<file path="config.mk">
export PLATFORM = sky130hd
export DESIGN_NAME = video_std_lock_ctrl
export DESIGN_NICKNAME = d
export VERILOG_FILES = /design/src/rtl/video_std_pkg.sv /design/src/rtl/vsync_watchdog.sv /design/src/rtl/video_std_lock_ctrl.sv
export SDC_FILE = /design/constraint.sdc
export NUM_CORES = 1
export LEC_CHECK = 0
export BUFFER_PORTS_ARGS = -buffer_cell sky130_fd_sc_hd__buf_2
export CAP_MARGIN = 20
export CORE_ASPECT_RATIO = 0.8
export CORE_MARGIN = 5
export CORE_UTILIZATION = 40
export DETAILED_ROUTE_END_ITERATION = 16
export GPL_TIMING_DRIVEN = 1
export SLEW_MARGIN = 20
export SYNTH_ARGS = -nofsm -noshare
export SYNTH_HDL_FRONTEND = slang
export SYNTH_SLANG_ARGS = --single-unit
export TNS_END_PERCENT = 30
</file>
<file path="constraint.sdc">
create_clock -name clk_10k -period 2.14 [get_ports clk_10k]
set_input_delay 0.214 -clock clk_10k [delete_from_list [all_inputs] [get_ports clk_10k]]
set_output_delay 0.214 -clock clk_10k [all_outputs]
set_load 0.02 [all_outputs]
</file>
<file path="src/rtl/video_std_pkg.sv">
// Shared types, force-mode encodings and default thresholds for the video
// standard lock controller.
package video_std_pkg;

  typedef enum logic [1:0] {
    STD_NTSC = 2'd0,
    STD_PAL  = 2'd1,
    STD_BAD  = 2'd2
  } std_t;

  typedef enum logic [1:0] {
    ST_NO_SIG  = 2'd0,
    ST_ACQUIRE = 2'd1,
    ST_LOCKED  = 2'd2
  } state_t;

  localparam logic [1:0] FORCE_AUTO     = 2'b00;
  localparam logic [1:0] FORCE_NTSC     = 2'b01;
  localparam logic [1:0] FORCE_PAL      = 2'b10;
  localparam logic [1:0] FORCE_AUTO_ALT = 2'b11;

  localparam int DEF_CONFIRM_FRAMES = 4;
  localparam int DEF_TIMEOUT_TICKS  = 40;
  localparam int DEF_NTSC_MIN       = 19;
  localparam int DEF_NTSC_MAX       = 23;
  localparam int DEF_PAL_MIN        = 24;
  localparam int DEF_PAL_MAX        = 27;

  // Map a measured frame length onto a standard; windows are inclusive.
  function automatic std_t classify(input logic [4:0] count,
                                    input logic [4:0] ntsc_min,
                                    input logic [4:0] ntsc_max,
                                    input logic [4:0] pal_min,
                                    input logic [4:0] pal_max);
    if (count >= ntsc_min && count <= ntsc_max) return STD_NTSC;
    if (count >= pal_min && count <= pal_max)   return STD_PAL;
    return STD_BAD;
  endfunction

  // Saturating 4-bit increment so frame counters never wrap.
  function automatic logic [3:0] sat_inc4(input logic [3:0] value);
    return (value == 4'hF) ? value : value + 4'd1;
  endfunction

endpackage

</file>
<file path="src/rtl/vsync_watchdog.sv">
// Counts prescaler ticks since the last frame measurement and flags the
// cycle in which the count reaches the timeout limit.
module vsync_watchdog
  import video_std_pkg::*;
#(
  parameter int TIMEOUT_TICKS = DEF_TIMEOUT_TICKS
) (
  input  logic clk_10k,
  input  logic rst_n,
  input  logic tick,
  input  logic meas_valid,
  output logic expire
);

  localparam logic [7:0] LIMIT = 8'(TIMEOUT_TICKS);

  logic [7:0] cnt_q;
  logic [7:0] cnt_d;

  // A measurement clears the count even on a tick; otherwise count up and hold at the limit.
  always_comb begin
    cnt_d  = cnt_q;
    expire = 1'b0;
    if (meas_valid) begin
      cnt_d = '0;
    end else if (tick && (cnt_q < LIMIT)) begin
      cnt_d  = cnt_q + 8'd1;
      expire = (cnt_q == (LIMIT - 8'd1));
    end
  end

  // Tick counter register.
  always_ff @(posedge clk_10k or negedge rst_n) begin
    if (!rst_n) cnt_q <= '0;
    else        cnt_q <= cnt_d;
  end

endmodule

</file>
<file path="src/rtl/video_std_lock_ctrl.sv">
// Classifies measured frame periods as NTSC/PAL, locks onto a standard after
// enough agreeing frames, drops lock on repeated misses or signal loss, and
// publishes the effective (possibly forced) standard.
module video_std_lock_ctrl
  import video_std_pkg::*;
#(
  parameter int CONFIRM_FRAMES = DEF_CONFIRM_FRAMES,
  parameter int TIMEOUT_TICKS  = DEF_TIMEOUT_TICKS,
  parameter int NTSC_MIN       = DEF_NTSC_MIN,
  parameter int NTSC_MAX       = DEF_NTSC_MAX,
  parameter int PAL_MIN        = DEF_PAL_MIN,
  parameter int PAL_MAX        = DEF_PAL_MAX
) (
  input  logic       clk_10k,
  input  logic       rst_n,
  input  logic       tick,
  input  logic       meas_valid,
  input  logic [4:0] meas_count,
  input  logic [1:0] force_mode,
  output logic       is_pal,
  output logic       is_ntsc,
  output logic       locked,
  output logic       no_signal,
  output logic       std_changed
);

  localparam logic [3:0] CONFIRM = 4'(CONFIRM_FRAMES);
  localparam logic [4:0] N_MIN   = 5'(NTSC_MIN);
  localparam logic [4:0] N_MAX   = 5'(NTSC_MAX);
  localparam logic [4:0] P_MIN   = 5'(PAL_MIN);
  localparam logic [4:0] P_MAX   = 5'(PAL_MAX);

  state_t     state_q, state_d;
  std_t       cand_q, cand_d;
  std_t       lock_std_q, lock_std_d;
  logic [3:0] agree_q, agree_d;
  logic [3:0] miss_q, miss_d;
  logic       eff_pal_q, eff_pal_d;
  logic       std_changed_q, std_changed_d;
  logic       first_q;
  logic       expire;
  std_t       frame_std;
  logic [3:0] agree_inc;
  logic [3:0] miss_inc;

  vsync_watchdog #(
    .TIMEOUT_TICKS(TIMEOUT_TICKS)
  ) u_watchdog (
    .clk_10k   (clk_10k),
    .rst_n     (rst_n),
    .tick      (tick),
    .meas_valid(meas_valid),
    .expire    (expire)
  );

  assign frame_std = classify(meas_count, N_MIN, N_MAX, P_MIN, P_MAX);
  assign agree_inc = sat_inc4(agree_q);
  assign miss_inc  = sat_inc4(miss_q);

  // Lock FSM: a measurement always takes priority over a coincident timeout.
  always_comb begin
    state_d    = state_q;
    cand_d     = cand_q;
    lock_std_d = lock_std_q;
    agree_d    = agree_q;
    miss_d     = miss_q;
    if (meas_valid) begin
      unique case (state_q)
        ST_NO_SIG: begin
          if (frame_std != STD_BAD) begin
            state_d = ST_ACQUIRE;
            cand_d  = frame_std;
            agree_d = 4'd1;
          end
        end
        ST_ACQUIRE: begin
          if (frame_std == cand_q) begin
            agree_d = agree_inc;
            if (agree_inc >= CONFIRM) begin
              state_d    = ST_LOCKED;
              lock_std_d = cand_q;
              miss_d     = '0;
            end
          end else if (frame_std != STD_BAD) begin
            cand_d  = frame_std;
            agree_d = 4'd1;
          end else begin
            agree_d = '0;
          end
        end
        ST_LOCKED: begin
          if (frame_std == lock_std_q) begin
            miss_d = '0;
          end else begin
            miss_d = miss_inc;
            if (miss_inc >= CONFIRM) begin
              state_d = ST_ACQUIRE;
              agree_d = '0;
              miss_d  = '0;
            end
          end
        end
        default: state_d = ST_NO_SIG;
      endcase
    end else if (expire) begin
      state_d = ST_NO_SIG;
      agree_d = '0;
      miss_d  = '0;
    end
  end

  // Effective standard follows the next lock value so lock and output move together.
  always_comb begin
    eff_pal_d = (lock_std_d == STD_PAL);
    if (force_mode == FORCE_NTSC)     eff_pal_d = 1'b0;
    else if (force_mode == FORCE_PAL) eff_pal_d = 1'b1;
    std_changed_d = !first_q && (eff_pal_d != eff_pal_q);
  end

  // State, counters and output registers.
  always_ff @(posedge clk_10k or negedge rst_n) begin
    if (!rst_n) begin
      state_q       <= ST_NO_SIG;
      cand_q        <= STD_NTSC;
      lock_std_q    <= STD_NTSC;
      agree_q       <= '0;
      miss_q        <= '0;
      eff_pal_q     <= 1'b0;
      std_changed_q <= 1'b0;
      first_q       <= 1'b1;
    end else begin
      state_q       <= state_d;
      cand_q        <= cand_d;
      lock_std_q    <= lock_std_d;
      agree_q       <= agree_d;
      miss_q        <= miss_d;
      eff_pal_q     <= eff_pal_d;
      std_changed_q <= std_changed_d;
      first_q       <= 1'b0;
    end
  end

  assign is_pal      = eff_pal_q;
  assign is_ntsc     = !eff_pal_q;
  assign locked      = (state_q == ST_LOCKED);
  assign no_signal   = (state_q == ST_NO_SIG);
  assign std_changed = std_changed_q;

endmodule

</file>
==> results.sh <==
export IMPL_status="complete, no violations"
export IMPL_synth_seq_cells=25
export IMPL_netlist_area_um2=1530
export IMPL_synthArstFlopShare_pct=100
export IMPL_start_util_pct=40.7
export IMPL_cts_sinks=25
export IMPL_slowest_stage="or4_4"
export IMPL_crit_fanout=2
export IMPL_grt_pass1_wl_um=5740
export IMPL_die_area_um2=5170
export IMPL_synth_most_common_cell="dfrtp_1"
export IMPL_setup_tns_ps=0
export IMPL_syn_to_final_growth_pct=21.5
export IMPL_die_w_um=79.1
export IMPL_period_share_pct=99.6
export IMPL_grt_setup_unrepaired="true"
export IMPL_synth_top_cell_area_share_pct=39.3
export IMPL_synth_edf_count=0
export IMPL_path_buf_inv=0
export IMPL_fin_util_pct=49.5
export IMPL_syn_avg_cell_area_um2=9.44
export IMPL_diodes=0
export IMPL_max_slew_margin_rel_pct=61.7
export IMPL_yosysTopAreaCell="dfrtp_1"
export IMPL_grt_max_degree=26
export IMPL_route_antenna_remaining_nets=0
export IMPL_maxCapViolations=0
export IMPL_final_hold_viol_count=0
export IMPL_drt_wl_total_um=3190
export IMPL_slew_violations=0
export IMPL_finalWeightedCongestion=0.816
export IMPL_synthTopCellsByArea="dfrtp_1 (39%), ha_1 (5.7%), mux2i_1 (3.9%), nand2_1 (3.9%), nor2_1 (3.2%)"
export IMPL_post_drt_wl_per_cell_um=13.2
export IMPL_nets=217
export IMPL_remaining_drc_errors=0
export IMPL_p_leak_nw=0.884
export IMPL_worstSkewPairLatency_ps=270
export IMPL_min_path_type="in2reg"
export IMPL_timing_fmax_mhz=469
export IMPL_cts_clk_slew_worst_paths_ps=90
export IMPL_setup_viol=0
export IMPL_syn_nets=180
export IMPL_fillCellCount=334
export IMPL_drt_iter0_markers=80
export IMPL_synth_seq_area_share_pct=41.0
export IMPL_preCtsSetupSlack_ps=-99.7
export IMPL_grt_usage_pct=13.9
export IMPL_fin_crit_ps=2130
export IMPL_grt_pass1_vias=1268
export IMPL_skew_ps=4.25
export IMPL_htreeDepth=1
export IMPL_path_delay_family="simple AND/OR/NAND/NOR gates"
export IMPL_grt_overflow=0
export IMPL_viasPerCell=5.27
export IMPL_slowest_delay_ps=540
export IMPL_dp_hpwl_um=2490
export IMPL_drt_pass1_iterations=5
export IMPL_ys_top_cells_by_count="dfrtp_1 (24), nand2_1 (16), nor2_1 (13)"
export IMPL_crit_type="reg2reg"
export IMPL_syn_inst=162
export IMPL_cts_tree="yes"
export IMPL_io_buffers=15
export IMPL_root_buffer="clkbuf_8"
export IMPL_synth_warnings=0
export IMPL_worst_setup_path_start_kind="flip-flop"
export IMPL_required_ps=2300
export IMPL_synthFlopType="dfrtp_1"
export IMPL_crit_path_cell_trace="or4_4 > nand3_4 > or3b_4 > mux2_4 > maj3_2"
export IMPL_crit_path_end_kind="flip-flop"
export IMPL_rows=20
export IMPL_crit_arrival_ps=2290
export IMPL_clockBufferDepth=2
export IMPL_fin_ws_ps=9.39
export IMPL_power_per_cell_area_nw_per_um2=772
export IMPL_irDropWorstVdd_mv=0.414
export IMPL_numCtsBuffers=3
export IMPL_grt_antenna_before_repair=0
export IMPL_multi_input_area_um2=873
export IMPL_register_area_um2=627
export IMPL_coreArea_um2=3750
export IMPL_io_pins=16
export IMPL_via_count=1275
export IMPL_drive_above_1_share_pct=27.8
export IMPL_yosysUniqueCellTypes=47
export IMPL_die_h_um=65.3
export IMPL_max_slew_worst_pin_slew_ps=574
[area by class of cell]
class | count | area share, %
multi-input cells | 125 | 47.0
flip-flops and latches | 25 | 33.7
repair buffers | 34 | 11.9
well taps | 44 | 2.96
clock buffers | 4 | 2.42
inverters | 10 | 2.02
[timing repair]
item | CTS | global route
resized for setup | 0 | 2
endpoints found under the hold margin | 24 | 0
hold buffers | 1 | 0
endpoints found under the setup margin | 0 | 4
setup buffers | 0 | 0
[report_power, final]
part	switching [mW]	internal [mW]	total, mW
logic	0.313	0.263	0.576
clock network	0.150	0.133	0.283
registers	0.0450	0.530	0.575
total	0.508	0.926	1.43
[final timing paths]
| path | slack (ps) | to | depth (start not counted) | start |
|---|---|---|---|---|
| max in group asynchronous | 1290 | agree_q[1] | 2 | rst_n |
| setup / recovery | 9 | is_pal | 5 | cand_q[1] |
| hold / removal | 230 | u_watchdog.cnt_q[5] | 2 | meas_valid |
| setup reg to reg | 9 | is_pal | 5 | cand_q[1] |
| min in group asynchronous | 460 | is_pal | 2 | rst_n |
| hold reg to reg | 510 | u_watchdog.cnt_q[6] | 1 | u_watchdog.cnt_q[6] |
[stage by stage]
step	hold slack (ps)	instance area, um2	std cells	total power [mW]
after floorplan	-81.6	1540	162	0.940
after global placement	242	1800	237	1.14
after detailed placement	254	1800	237	1.15
after CTS	233	1850	242	1.45
after global routing	242	1860	242	1.55
final	234	1860	242	1.43
[metal layers]
layer	wire (um)	global-route usage, %	share of wire [%]
met4	23	2.58	0.72
met1	1580	19.6	49
met5	0	0	0
met3	132	3.42	4.1
met2	1460	22.0	46
[sequential cells by signal, summed over array words and instances (netlist names)]
name and flops:
agree_q 4, cand_q 2, first_q 1, is_pal 1, lock_std_q 2, miss_q 4, state_q 2, std_changed 1
u_watchdog.cnt_q 8
[cell families after synthesis]
family | Yosys count | share of synthesized area (%)
and+or+nand+nor | 69 | 24.5
AOI/OAI and AO/OA | 33 | 15.4
DFF | 25 | 41.0
buffers and inverters | 12 | 2.95
muxes | 10 | 7.12
adders and majority gates | 8 | 6.46
xor gates and xnor gates | 4 | 2.29
other | 1 | 0.245
[layout by cell type, fill, tap and decap left out, types with 4 or more instances in the layout]
cell | synthesis | layout
nand2_1 | 16 | 16
nand2b_1 | 4 | 4
nand3_1 | 5 | 5
a31oi_1 | 4 | 4
nor2b_1 | 4 | 4
nor2_1 | 13 | 12
a21oi_1 | 7 | 6
and2_1 | 6 | 6
dfrtp_1 | 24 | 24
buf_2 | 0 | 15
buf_4 | 0 | 18
o21ai_0 | 7 | 7
inv_1 | 10 | 10
mux2i_1 | 6 | 6
nor3_1 | 4 | 4
ha_1 | 7 | 6
Power figures use the tool's default switching activity.
